===== src/rtl/arb_grant_mux_if.sv =====
// Stream bundle between the priority arbiter, the client data streams and
// the shared downstream master stream of arb_grant_mux.
//
// Signals:
//   arb_id  [BITW:0]       {vld,id} grant from the arbiter (MSB is vld)
//   s_valid [WIDTH-1:0]    per-client beat valid
//   s_last  [WIDTH-1:0]    per-client last beat
//   s_data  [WIDTH*DATW-1:0] per-client data, client k at [k*DATW +: DATW]
//   s_ready [WIDTH-1:0]    one-hot ready to the owning client
//   m_valid/m_data/m_id/m_last  registered output beat
//   m_ready                downstream ready
//   done    [WIDTH-1:0]    one-cycle one-hot release pulse
//   busy                   ownership locked
//   err                    one-cycle watchdog abort pulse
//
// Modports:
//   master : the mux itself (drives the shared stream and client readies)
//   slave  : the environment (arbiter, clients, downstream sink)
interface arb_grant_mux_if #(
  parameter int unsigned WIDTH = 32,
  parameter int unsigned DATW  = 32,
  parameter int unsigned BITW  = (WIDTH > 1) ? $clog2(WIDTH) : 1
);
  logic [BITW:0]         arb_id;
  logic [WIDTH-1:0]      s_valid;
  logic [WIDTH-1:0]      s_last;
  logic [WIDTH*DATW-1:0] s_data;
  logic [WIDTH-1:0]      s_ready;
  logic                  m_valid;
  logic [DATW-1:0]       m_data;
  logic [BITW-1:0]       m_id;
  logic                  m_last;
  logic                  m_ready;
  logic [WIDTH-1:0]      done;
  logic                  busy;
  logic                  err;

  modport master (
    input  arb_id, s_valid, s_last, s_data, m_ready,
    output s_ready, m_valid, m_data, m_id, m_last, done, busy, err
  );

  modport slave (
    output arb_id, s_valid, s_last, s_data, m_ready,
    input  s_ready, m_valid, m_data, m_id, m_last, done, busy, err
  );
endinterface


===== src/rtl/arb_grant_mux.sv =====
// arb_grant_mux: consumes the arbiter's {vld,id} grant, locks ownership to
// the granted client for one burst and routes that client's beats through a
// registered output stage onto the shared master stream. A burst ends on the
// client's last beat or after MAXLEN beats; once the final beat has left the
// output register, done[owner] pulses for one cycle.
//
// Ports:
//   clk    rising-edge clock
//   rst_n  asynchronous active-low reset
//   bus    arb_grant_mux_if.master (grant, client streams, shared stream,
//          done/busy/err status)
//
// Optional feature: define ARB_MUX_TIMEOUT_EN to enable the idle-beat
// watchdog (TIMEOUT cycles without an accepted beat aborts the burst and
// pulses err). Without it err is tied to 0.
module arb_grant_mux #(
  parameter int unsigned WIDTH   = 32,
  parameter int unsigned DATW    = 32,
  parameter int unsigned MAXLEN  = 16,
  parameter int unsigned TIMEOUT = 64,
  parameter int unsigned BITW    = (WIDTH > 1) ? $clog2(WIDTH) : 1
) (
  input logic             clk,
  input logic             rst_n,
  arb_grant_mux_if.master bus
);

  localparam int unsigned CNTW = $clog2(MAXLEN) + 1;

  typedef enum logic [1:0] {IDLE, XFER, REL} state_t;

  state_t          state;
  logic [BITW-1:0] owner;
  logic [CNTW-1:0] cnt;

  logic            out_free;
  logic            sel_valid;
  logic            sel_last;
  logic [DATW-1:0] sel_data;
  logic            accept;
  logic            last_in;
  logic            id_ok;

`ifdef ARB_MUX_TIMEOUT_EN
  localparam int unsigned WDW = $clog2(TIMEOUT + 1);
  logic [WDW-1:0] wdog;
`else
  assign bus.err = 1'b0;
`endif

  always_comb begin
    out_free  = !bus.m_valid || bus.m_ready;
    sel_valid = bus.s_valid[owner];
    sel_last  = bus.s_last[owner];
    sel_data  = bus.s_data[int'(owner) * DATW +: DATW];
    accept    = (state == XFER) && sel_valid && out_free;
    last_in   = sel_last || (cnt == CNTW'(MAXLEN - 1));
    // Zero-extend both sides so a non-power-of-two WIDTH rejects ids past the end.
    id_ok     = {1'b0, bus.arb_id[BITW-1:0]} < (BITW + 1)'(WIDTH);
  end

  // Ready follows the output register's space, so it is combinational from
  // registered state and m_ready only.
  always_comb begin
    bus.s_ready = '0;
    if (state == XFER) bus.s_ready[owner] = out_free;
  end

  always_ff @(posedge clk or negedge rst_n) begin
    if (!rst_n) begin
      state       <= IDLE;
      owner       <= '0;
      cnt         <= '0;
      bus.m_valid <= 1'b0;
      bus.m_data  <= '0;
      bus.m_id    <= '0;
      bus.m_last  <= 1'b0;
      bus.done    <= '0;
      bus.busy    <= 1'b0;
`ifdef ARB_MUX_TIMEOUT_EN
      bus.err     <= 1'b0;
      wdog        <= '0;
`endif
    end else begin
      bus.done <= '0;
`ifdef ARB_MUX_TIMEOUT_EN
      bus.err  <= 1'b0;
`endif

      // Output register: load on accept, otherwise drain when taken.
      if (accept) begin
        bus.m_valid <= 1'b1;
        bus.m_data  <= sel_data;
        bus.m_id    <= owner;
        bus.m_last  <= last_in;
        cnt         <= cnt + 1'b1;
      end else if (bus.m_ready) begin
        bus.m_valid <= 1'b0;
      end

      case (state)
        IDLE: begin
          if (bus.arb_id[BITW] && id_ok) begin
            owner    <= bus.arb_id[BITW-1:0];
            cnt      <= '0;
            bus.busy <= 1'b1;
            state    <= XFER;
`ifdef ARB_MUX_TIMEOUT_EN
            wdog     <= '0;
`endif
          end
        end
        XFER: begin
          if (accept && last_in) state <= REL;
`ifdef ARB_MUX_TIMEOUT_EN
          if (accept) begin
            wdog <= '0;
          end else if (wdog == WDW'(TIMEOUT - 1)) begin
            wdog    <= '0;
            bus.err <= 1'b1;
            state   <= REL;
            // A beat still stuck in the output register becomes the burst end.
            if (bus.m_valid && !bus.m_ready) bus.m_last <= 1'b1;
          end else begin
            wdog <= wdog + 1'b1;
          end
`endif
        end
        REL: begin
          if (out_free) begin
            bus.done[owner] <= 1'b1;
            bus.busy        <= 1'b0;
            state           <= IDLE;
          end
        end
        default: state <= IDLE;
      endcase
    end
  end

endmodule


===== src/flat_wrapper.sv =====
// flat-port wrapper written by rule: the top's interface ports become plain ports
module arb_grant_mux_flat 
#(
  parameter int unsigned WIDTH   = 32,
  parameter int unsigned DATW    = 32,
  parameter int unsigned MAXLEN  = 16,
  parameter int unsigned TIMEOUT = 64,
  parameter int unsigned BITW    = (WIDTH > 1) ? $clog2(WIDTH) : 1
)
  (clk, rst_n, bus_arb_id, bus_s_valid, bus_s_last, bus_s_data, bus_m_ready, bus_s_ready, bus_m_valid, bus_m_data, bus_m_id, bus_m_last, bus_done, bus_busy, bus_err);
  arb_grant_mux_if #(.WIDTH(WIDTH), .DATW(DATW), .BITW(BITW)) bus_i ();
  input logic clk;
  input logic rst_n;
  input wire logic [$bits(bus_i.arb_id)-1:0] bus_arb_id;
  input wire logic [$bits(bus_i.s_valid)-1:0] bus_s_valid;
  input wire logic [$bits(bus_i.s_last)-1:0] bus_s_last;
  input wire logic [$bits(bus_i.s_data)-1:0] bus_s_data;
  input wire logic [$bits(bus_i.m_ready)-1:0] bus_m_ready;
  output wire logic [$bits(bus_i.s_ready)-1:0] bus_s_ready;
  output wire logic [$bits(bus_i.m_valid)-1:0] bus_m_valid;
  output wire logic [$bits(bus_i.m_data)-1:0] bus_m_data;
  output wire logic [$bits(bus_i.m_id)-1:0] bus_m_id;
  output wire logic [$bits(bus_i.m_last)-1:0] bus_m_last;
  output wire logic [$bits(bus_i.done)-1:0] bus_done;
  output wire logic [$bits(bus_i.busy)-1:0] bus_busy;
  output wire logic [$bits(bus_i.err)-1:0] bus_err;
  assign bus_i.arb_id = bus_arb_id;
  assign bus_i.s_valid = bus_s_valid;
  assign bus_i.s_last = bus_s_last;
  assign bus_i.s_data = bus_s_data;
  assign bus_i.m_ready = bus_m_ready;
  assign bus_s_ready = bus_i.s_ready;
  assign bus_m_valid = bus_i.m_valid;
  assign bus_m_data = bus_i.m_data;
  assign bus_m_id = bus_i.m_id;
  assign bus_m_last = bus_i.m_last;
  assign bus_done = bus_i.done;
  assign bus_busy = bus_i.busy;
  assign bus_err = bus_i.err;
  arb_grant_mux #(.WIDTH(WIDTH), .DATW(DATW), .MAXLEN(MAXLEN), .TIMEOUT(TIMEOUT), .BITW(BITW)) u_core (.clk(clk), .rst_n(rst_n), .bus(bus_i));
endmodule

===== config.mk =====
export PLATFORM = sky130hd
export DESIGN_NAME = arb_grant_mux_flat
export DESIGN_NICKNAME = d
export VERILOG_FILES = /design/src/rtl/arb_grant_mux_if.sv /design/src/rtl/arb_grant_mux.sv /design/src/flat_wrapper.sv
export SDC_FILE = /design/constraint.sdc
export NUM_CORES = 1
export LEC_CHECK = 0
export BUFFER_PORTS_ARGS = -buffer_cell sky130_fd_sc_hd__buf_2
export CAP_MARGIN = 10
export CORE_AREA = 2 2 470 472
export DETAILED_ROUTE_END_ITERATION = 10
export DIE_AREA = 0 0 472 474
export PLACE_DENSITY = 0.3
export SLEW_MARGIN = 20
export SYNTH_ARGS = -nofsm -noshare
export SYNTH_HDL_FRONTEND = slang
export SYNTH_SLANG_ARGS = --single-unit

===== constraint.sdc =====
create_clock -name clk -period 5 [get_ports clk]
set_input_delay 1 -clock clk [delete_from_list [all_inputs] [get_ports clk]]
set_output_delay 1 -clock clk [all_outputs]
set_load 0.1 [all_outputs]

=== After elaboration in Yosys (flattened, before gate mapping) ===
Cells that the tools add are included.

* Bits in registers: 84
* Latch bits: 0
* RAM bits: 0
* Bits in read-only memories: 0
* Input port bits: 1097
* Output and inout port bits: 105
* Word-level logic and storage cells: 54
* Memories: 0

* $add $sub $neg: 1
* Multiply operators: 0
* Div/mod/pow operators: 0
* Order comparisons: 2
* Eq/ne operators: 6
* Shifts and indexed selects: 1
* Multiplexer cells: 21
* Bitwise logic cells: 1
* Reductions and logical operators: 13

{| class="wikitable"
|+ Operator list
! cell !! count
|-
| indexed part select 1024 x 11 -> 32 bit || 1
|-
| two-way mux 32 bit || 3
|-
| bitwise AND 32 bit || 1
|-
| two-way mux 5 bit || 3
|-
| binary-select mux 1 bit (select 5 bit) || 2
|-
| two-way mux 1 bit || 7
|-
| < comparator 5 x 6 -> 1 bit (second input constant) || 1
|-
| two-way mux 2 bit || 3
|-
| one-hot mux 2 bit (3 select lines) || 1
|-
| AND reduction 3 bit || 2
|-
| adder 5 x 1 -> 5 bit (second input constant) || 1
|-
| demux 1 bit (select 5 bit) || 1
|-
| equality test 5 x 4 -> 1 bit (second input constant) || 1
|-
| >= comparator 5 x 1 -> 1 bit (second input constant) || 1
|-
| logical AND 1 bit || 4
|-
| != test 2 bit (second input constant) || 2
|-
| nonzero test 2 bit || 2
|-
| equality test 2 x 1 -> 1 bit (second input constant) || 1
|-
| equality test 2 bit (second input constant) || 1
|-
| logical NOT 2 bit || 1
|-
| logical OR 1 bit || 2
|-
| != test 2 x 1 -> 1 bit (second input constant) || 1
|-
| one-hot mux 1 bit (2 select lines) || 1
|-
| AND reduction 2 bit || 1
|-
| logical NOT 1 bit || 1
|}

=== Longest topological paths before layout ===
Gate-level depths: netlist (run 1).

* Word-level depth: 7
* Mapped depth: 11
* Gate-level depth less buffers: 8

=== Worst setup path before layout (run 1) ===
OpenSTA, ideal clock, no wires.

* Path type: register to output
* Start point: register u_core.owner[1]
* End point: output bus_s_ready[10]
* Arrival: 2839 ps
* Required time: 4000 ps
* Path slack: 1161 ps
* Cell stages (with the launch flop): 9
* Buffers on the path: 5
* Cell sequence: dfrtp_1 > buf_2 > buf_6 > buf_6 > buf_2 > buf_2 > nor2b_1 > nand2_1 > nor2_1

* Cells in the longest elaborated chain, start to end: 6
* Elaborated cells on any way between the ends: 7
* Those cells by class: order compare (2); mux (3); bitwise (1); reduce/logical (1)

{| class="wikitable"
|+ RTL lines
! element !! line !! source
|-
| start, declared || arb_grant_mux.sv:33 || <nowiki>logic [BITW-1:0] owner;</nowiki>
|-
| start signal, assigned || arb_grant_mux.sv:104 || <nowiki>owner <= bus.arb_id[BITW-1:0];</nowiki>
|-
| < comparator 5 x 6 -> 1 bit (not written as such) or >= comparator 5 x 1 -> 1 bit (tied branches) || arb_grant_mux.sv:66 || <nowiki>if (state == XFER) bus.s_ready[owner] = out_free;</nowiki>
|-
| logical AND 1 bit (not written as such) || arb_grant_mux.sv:66 ||
|-
| two-way mux 1 bit (not written as such) || arb_grant_mux.sv:66 ||
|-
| demux 1 bit (select 5 bit) * || - ||
|-
| bitwise AND 32 bit (no line) * || - ||
|-
| two-way mux 32 bit * || arb_grant_mux.sv:66 ||
|-
| end, declared || flat_wrapper.sv:19 || <nowiki>output wire logic [$bits(bus_i.s_ready)-1:0] bus_s_ready;</nowiki>
|}

Mark *: on every way between the ends. The rest lies on a longest branch, timed or not.

=== Worst setup path after layout (run 1) ===
* Start point: register u_core.owner[1]
* End point: register u_core.bus.m_data[30]

* Cells in the longest elaborated chain, start to end: 4
* Elaborated cells on any way between the ends: 5
* Those cells by class: shift (1); mux (2); reduce/logical (2)

{| class="wikitable"
|+ RTL lines
! element !! line !! source
|-
| parallel branches: the longest is 4 deep, another holds indexed part select 1024 x 11 -> 32 bit || - ||
|-
| end signal, assigned || arb_grant_mux.sv:93 || <nowiki>bus.m_data <= sel_data;</nowiki>
|-
| end, declared || arb_grant_mux_if.sv:40 || <nowiki>output s_ready, m_valid, m_data, m_id, m_last, done, busy, err</nowiki>
|}

Parallel ways; which one is timed is not known. The select of a mux whose other input is x is not followed.
A chain may end at the register's enable or synchronous reset.

==> results of run 1 <==
[metrics by stage]
stage          power (mW)  setup WS (ps)  std cells    util
2_1_floorplan        6.73           1160        856       -
3_3_place_gp         11.4            741       4888  0.0963
3_5_place_dp         11.4           1160       4890  0.0964
4_1_cts              12.4           1130       4906  0.0979
5_1_grt              12.6           1130       4924  0.0981
6_report             11.8           1270       4951  0.0984
[where the power goes]
group	leakage (nW)	switching [mW]	internal [mW]	total, mW
Sequential	1.10	0.287	0.880	1.17
Combinational	7.83	6.21	3.52	9.74
Clock	0.156	0.449	0.414	0.863
Total	9.09	6.95	4.82	11.8
[cell usage in the layout (no fill, tap or decap), drive strengths merged, types with 6 or more instances in the layout]
cell type / instances
clkbuf: 10
diode: 45
dfrtp: 84
mux4: 264
a22o: 53
nand3: 13
a21o: 29
a22oi: 21
nor2: 70
a21oi: 26
buf: 1273
nand2: 28
o221ai: 6
o21ai: 17
mux2i: 21
inv: 11
a221oi: 53
[cell type report]
| class | instances | area [µm²] | area share |
|---|---|---|---|
| tap | 2871 | 3590 | 0.167 |
| inverter | 8 | 30.0 | 0.00140 |
| timing repair buffer | 1273 | 6690 | 0.311 |
| clock inverter | 6 | 76.3 | 0.00355 |
| sequential | 84 | 2110 | 0.0981 |
| antenna | 45 | 113 | 0.00523 |
| clock buffer | 10 | 239 | 0.0111 |
| multi-input combinational | 654 | 8660 | 0.403 |
[cell families (layout without fill, tap and decap cells)]
group | after synthesis | after routing | share of synthesized area
AO/OA/AOI/OAI | 223 | 223 | 0.152
adder cells (fa/ha/maj) | 2 | 2 | 0.00220
buffers and inverters | 118 | 1297 | 0.0602
flip-flops | 84 | 84 | 0.185
multiplexers | 288 | 288 | 0.544
other | 1 | 46 | 0.000330
AND/OR/NAND/NOR | 140 | 140 | 0.0562
[routing by layer]
metal	routed length (µm)	vias to the layer above	part of all wire	global-route usage
li1	-	6178	-	-
met1	60600	7641	0.39	0.155
met2	75300	1090	0.48	0.232
met3	14700	262	0.095	0.0483
met4	4240	68	0.027	0.0292
met5	472	-	0.0030	0
[worst paths after layout]
| check | start | end | slack (ps) | cells after the start |
|---|---|---|---|---|
| min in group asynchronous | rst_n | u_core.bus.m_data[1] | 660 | 1 |
| max in group asynchronous | rst_n | u_core.owner[0] | 3250 | 2 |
| min | u_core.bus.m_data[5] | u_core.bus.m_data[5] | 480 | 1 |
| max reg2reg | u_core.owner[1] | u_core.bus.m_data[30] | 1270 | 8 |
| max | u_core.owner[1] | u_core.bus.m_data[30] | 1270 | 8 |
| min reg2reg | u_core.bus.m_data[5] | u_core.bus.m_data[5] | 480 | 1 |
[state kept, by name, indices dropped and copies added (netlist names)]
signal / flops
u_core.bus.m_id: 5
u_core.bus.m_data: 32
u_core.bus.busy: 1
u_core.bus.m_last: 1
u_core.bus.m_valid: 1
u_core.cnt: 5
u_core.bus.done: 32
u_core.state: 2
u_core.owner: 5
==> results.tsv, run 1 <==
stage	metric	value	unit
drt	avgViaCountPerCell	3.08	
clock_network	cts_hold_buf	0	
critical_path	cp.arrival	4040	ps
critical_path	path_max_fanout	99	
timing	grt_setup_unrepaired	no	
drt	drt_pass1_iterations	5	
logic_synthesis	synth_nets	1955	
die	core_area	0.219	mm²
finish	nets	3129	
timing	setup_tns	0	ps
critical_path	crit_buf_inv	3	
place	post_dp_cell_area	0.0211	mm²
logic_synthesis	synth.distinct_cells	42	
logic_synthesis	synth_area_leader_cell	mux4_2	
logic_synthesis	ys_async_sr_fraction	1.00	
global_route	grt_pass1_vias	15900	
logic_synthesis	synth-edff-count	0	
clock_network	clock_latency	430	ps
die	pin_count	1202	
logic_synthesis	synth_seq_cells	84	
die	die_w	472	µm
power	cellPowerDensity	547	mW/mm²
place	portBuffers	1200	
global_route	grt_overflow	0	
logic_synthesis	avgSynthCellArea	13.3	µm²
finish	design_area	0.0215	mm²
finish	drive_gt1_frac	0.774	
finish	area_delta_synth_final	89.2	%
critical_path	slowest_delay	860	ps
clock_network	cts_buffer_depth	2	
logic_synthesis	ys_warn_count	0	
logic_synthesis	ys_top_cells_by_count	mux4_2, dfrtp_1, nor2_1, a221oi_1, a22o_1	
clock_network	cts_tree	yes	
timing	drv_slew	0	
timing	finalHoldViolations	0	
clock_network	ctsHtreeMaxLevel	3	
drt	drc	0	
timing	holdWs	479	ps
timing	slew_headroom	0.387	
drt	drtIter0Drc	955	
die	die_area	0.224	mm²
power	power.leakage	9.09	nW
finish	fill_cells	25500	
logic_synthesis	syn_area	0.0114	mm²
global_route	grt_max_degree	100	
clock_network	cts_sinks	84	
timing	skew	27.4	ps
logic_synthesis	synth.area.top_cells	mux4_2, dfrtp_1, a221oi_1	
critical_path	cp_slowest_cell	dfrtp_4	
die	fp.dieH	474	µm
drt	drtAntennaViolNets	0	
timing	tightest_slew	919	ps
global_route	antenna_found_initial	158	
timing	period_needed	3730	ps
drt	wl	155	mm
logic_synthesis	yosysTopAreaCellShare	0.523	
run_status	outcome	finished, final reports clean	
logic_synthesis	synth_cells	856	
clock_network	clkTransAtPathRegs	80	ps
power	ir_worst_vdd	0.285	mV
hold_path	hold_path.class	reg -> reg	
critical_path	cp_top_family	buffers and inverters	
timing	fmaxAchievable	268	MHz
critical_path	cpMostUsedCell	buf_4	
global_route	grt.total_usage	0.133	
place	place_congestion	0.883	
critical_path	critPathCaptureType	flop	
critical_path	cp.required	5310	ps
critical_path	worstPathCellList	buf_12 > buf_4 > mux4_2 > a22o_1 > a221oi_1 > buf_4 > a21oi_1 > a21o_1	
timing	post-route-period-util	0.747	
clock_network	cts-resized-gates	0	
job	cap_violations	0	
die	rows	172	
critical_path	critical_path_class	reg -> reg	
global_route	grt_pass1_wl	187	mm
clock_network	numCtsBuffers	9	
drt	wl_per_cell	31.4	µm
critical_path	cp-start-kind	flop	
die	start_util	0.0520	
place	hpwl	140	mm
logic_synthesis	yosysSeqAreaShare	0.185	
timing	setup_viol	0	
clock_network	cts_post_setup_buffers_inserted	0	
logic_synthesis	synthFlopType	dfrtp_1	
drt	dr_total_vias	15200	
logic_synthesis	synth.most_common_cell	mux4_2	
clock_network	root_buffer	clkbuf_16	
(Power assumes the default switching activity.)
==> run 2, diff against run 1 <==
Settings changed: CORE_AREA 2 2 470 472 to 2 2 468 470, DIE_AREA 0 0 472 474 to 0 0 470 472.
Clock period 5 ns to 3.4 ns, I/O delays scaled along.
==> results.tsv, run 2 (synthesized netlist as in run 1, its figures left out) <==
stage	metric	value	unit	change
clock_network	clkTransAtPathRegs	90	ps	was 80 ps
timing	setup_viol	0		unchanged
drt	wl_per_cell	32.0	µm	was 31.4 µm
clock_network	numCtsBuffers	9		unchanged
finish	drive_gt1_frac	0.785		was 0.774
timing	slew_headroom	0.411		was 0.387
critical_path	crit_buf_inv	3		unchanged
place	portBuffers	1200		unchanged
critical_path	r2r_start	u_core.owner[1]		unchanged
critical_path	worstPathCellList	buf_4 > clkinv_1 > or3_1 > nor2_1 > buf_12		was buf_12 > buf_4 > mux4_2 > a22o_1 > a221oi_1 > buf_4 > a21oi_1 > a21o_1
die	pin_count	1202		unchanged
finish	mostFrequentLayoutCell	buf_2		unchanged
place	place_ws	103	ps	was 1160 ps
global_route	grt_overflow	0		unchanged
clock_network	cts-resized-gates	0		unchanged
drt	dr_total_vias	15300		was 15,200
finish	stdcell_count	4970		was 4,951
global_route	grt_pass1_wl	194	mm	was 187 mm
clock_network	cts_buffer_depth	2		unchanged
finish	design_area	0.0221	mm²	was 0.0215 mm²
critical_path	r2r_cells	7		was 8
critical_path	slowest_delay	600	ps	was 860 ps
critical_path	critical_path_class	reg -> out		was reg -> reg
die	core_area	0.217	mm²	was 0.219 mm²
clock_network	cts_tree	yes		unchanged
clock_network	cts_post_setup_buffers_inserted	0		unchanged
die	start_util	0.0525		was 0.0520
timing	grt_setup_unrepaired	no		unchanged
place	place_congestion	0.919		was 0.883
clock_network	clock_latency	440	ps	was 430 ps
timing	setup_tns	0	ps	unchanged
timing	skew	36.3	ps	was 27.4 ps
power	ir_worst_vdd	0.253	mV	was 0.285 mV
critical_path	path_max_fanout	21		was 99
critical_path	critPathCaptureType	output port		was flop
finish	nets	3161		was 3,129
critical_path	cp_slowest_cell	or3_1		was dfrtp_4
clock_network	root_buffer	clkbuf_16		unchanged
die	die_w	470	µm	was 472 µm
timing	fmaxAchievable	314	MHz	
drt	drt_pass1_iterations	4		was 5
clock_network	cts_hold_buf	0		unchanged
die	rows	171		was 172
timing	finalHoldViolations	0		unchanged
clock_network	ctsHtreeMaxLevel	3		unchanged
timing	holdWs	271	ps	was 479 ps
power	power.leakage	9.30	nW	was 9.09 nW
timing	post-route-period-util	0.935		
place	post_dp_cell_area	0.0216	mm²	was 0.0211 mm²
job	cap_violations	0		unchanged
critical_path	cp_top_family	buffers and inverters		unchanged
critical_path	cp.arrival	2500	ps	was 4040 ps
place	dp_cells	4905		was 4,890
drt	avgViaCountPerCell	3.08		about the same
die	fp.dieH	472	µm	was 474 µm
drt	wl	159	mm	was 155 mm
run_status	outcome	finished, final reports clean		unchanged
place	hpwl	144	mm	was 140 mm
critical_path	ff2ff_setup_slack	270	ps	was 1270 ps
hold_path	hold_path.class	in -> async		was reg -> reg
global_route	grt_pass1_vias	16400		was 15,900
clock_network	cts_sinks	84		unchanged
drt	drtAntennaViolNets	0		unchanged
global_route	grt.total_usage	0.138		was 0.133
critical_path	reg2reg_to	u_core.bus.m_data[16]		was u_core.bus.m_data[30]
global_route	antenna_found_initial	187		was 158
drt	drc	0		unchanged
timing	drv_slew	0		unchanged
global_route	grt_max_degree	61		was 100
critical_path	cp.required	2720	ps	was 5310 ps
timing	period_needed	3180	ps	
critical_path	crit_cells	5		was 8
timing	tightest_slew	883	ps	was 919 ps
finish	final_cell_mix	buf_2, mux4_2, buf_4		was buf_2, mux4_2, dfrtp_1
finish	area_delta_synth_final	94.2	%	was 89.2%
timing	fin_ws	220	ps	was 1270 ps
critical_path	cp-start-kind	flop		unchanged
drt	drtIter0Drc	850		was 955
die	die_area	0.222	mm²	was 0.224 mm²
power	cellPowerDensity	809	mW/mm²	was 547 mW/mm²
finish	reg_top3	u_core.bus.done x32, u_core.bus.m_data x32		unchanged
-- run 2: worst reg2reg max path, stage by stage, from the launching register on --
cell and delay, ps:
dfrtp_4 620, buf_12 260, buf_12 350, mux4_2 460
a22o_1 300, a221oi_1 720, a21oi_1 160, a21o_1 180
-- run 2: routing by layer --
layer	vias up	track usage	routed length, µm
met4	70	0.0273	3630
met5	-	0	447
met2	1130	0.244	78500
met3	279	0.0467	13900
li1	6248	-	-
met1	7578	0.161	62300
-- run 2: stage by stage --
step                total power, mW    util
floorplan                      9.93       -
global placement               17.5  0.0998
detailed placement             17.4  0.0999
CTS                            18.7   0.101
global route                   19.1   0.102
finish                         17.9   0.102
-- run 2: area by class of cell --
cell class,count,area [µm²]
fill,25200,194000
clock buffer,9,225
tap,2854,3570
antenna,49,123
sequential,84,2110
clock inverter,7,76.3
multi-input combinational,654,8710
timing repair buffer,1305,7240
inverter,8,30.0
-- run 2: power breakdown --
group          internal, mW  switching, mW  leakage, nW
clock network         0.527          0.702        0.149
registers              1.30          0.317         1.10
logic                  5.54           9.47         8.05
-- run 2: worst max path at each step --
stage	startpoint	end
floorplan	u_core.owner[1]	bus_s_ready[10]
global placement	u_core.owner[0]	u_core.bus.m_data[8]
detailed placement	u_core.owner[0]	u_core.bus.m_data[4]
CTS	u_core.owner[0]	u_core.bus.m_data[4]
global route	u_core.owner[3]	bus_s_ready[26]
finish	u_core.owner[3]	bus_s_ready[26]
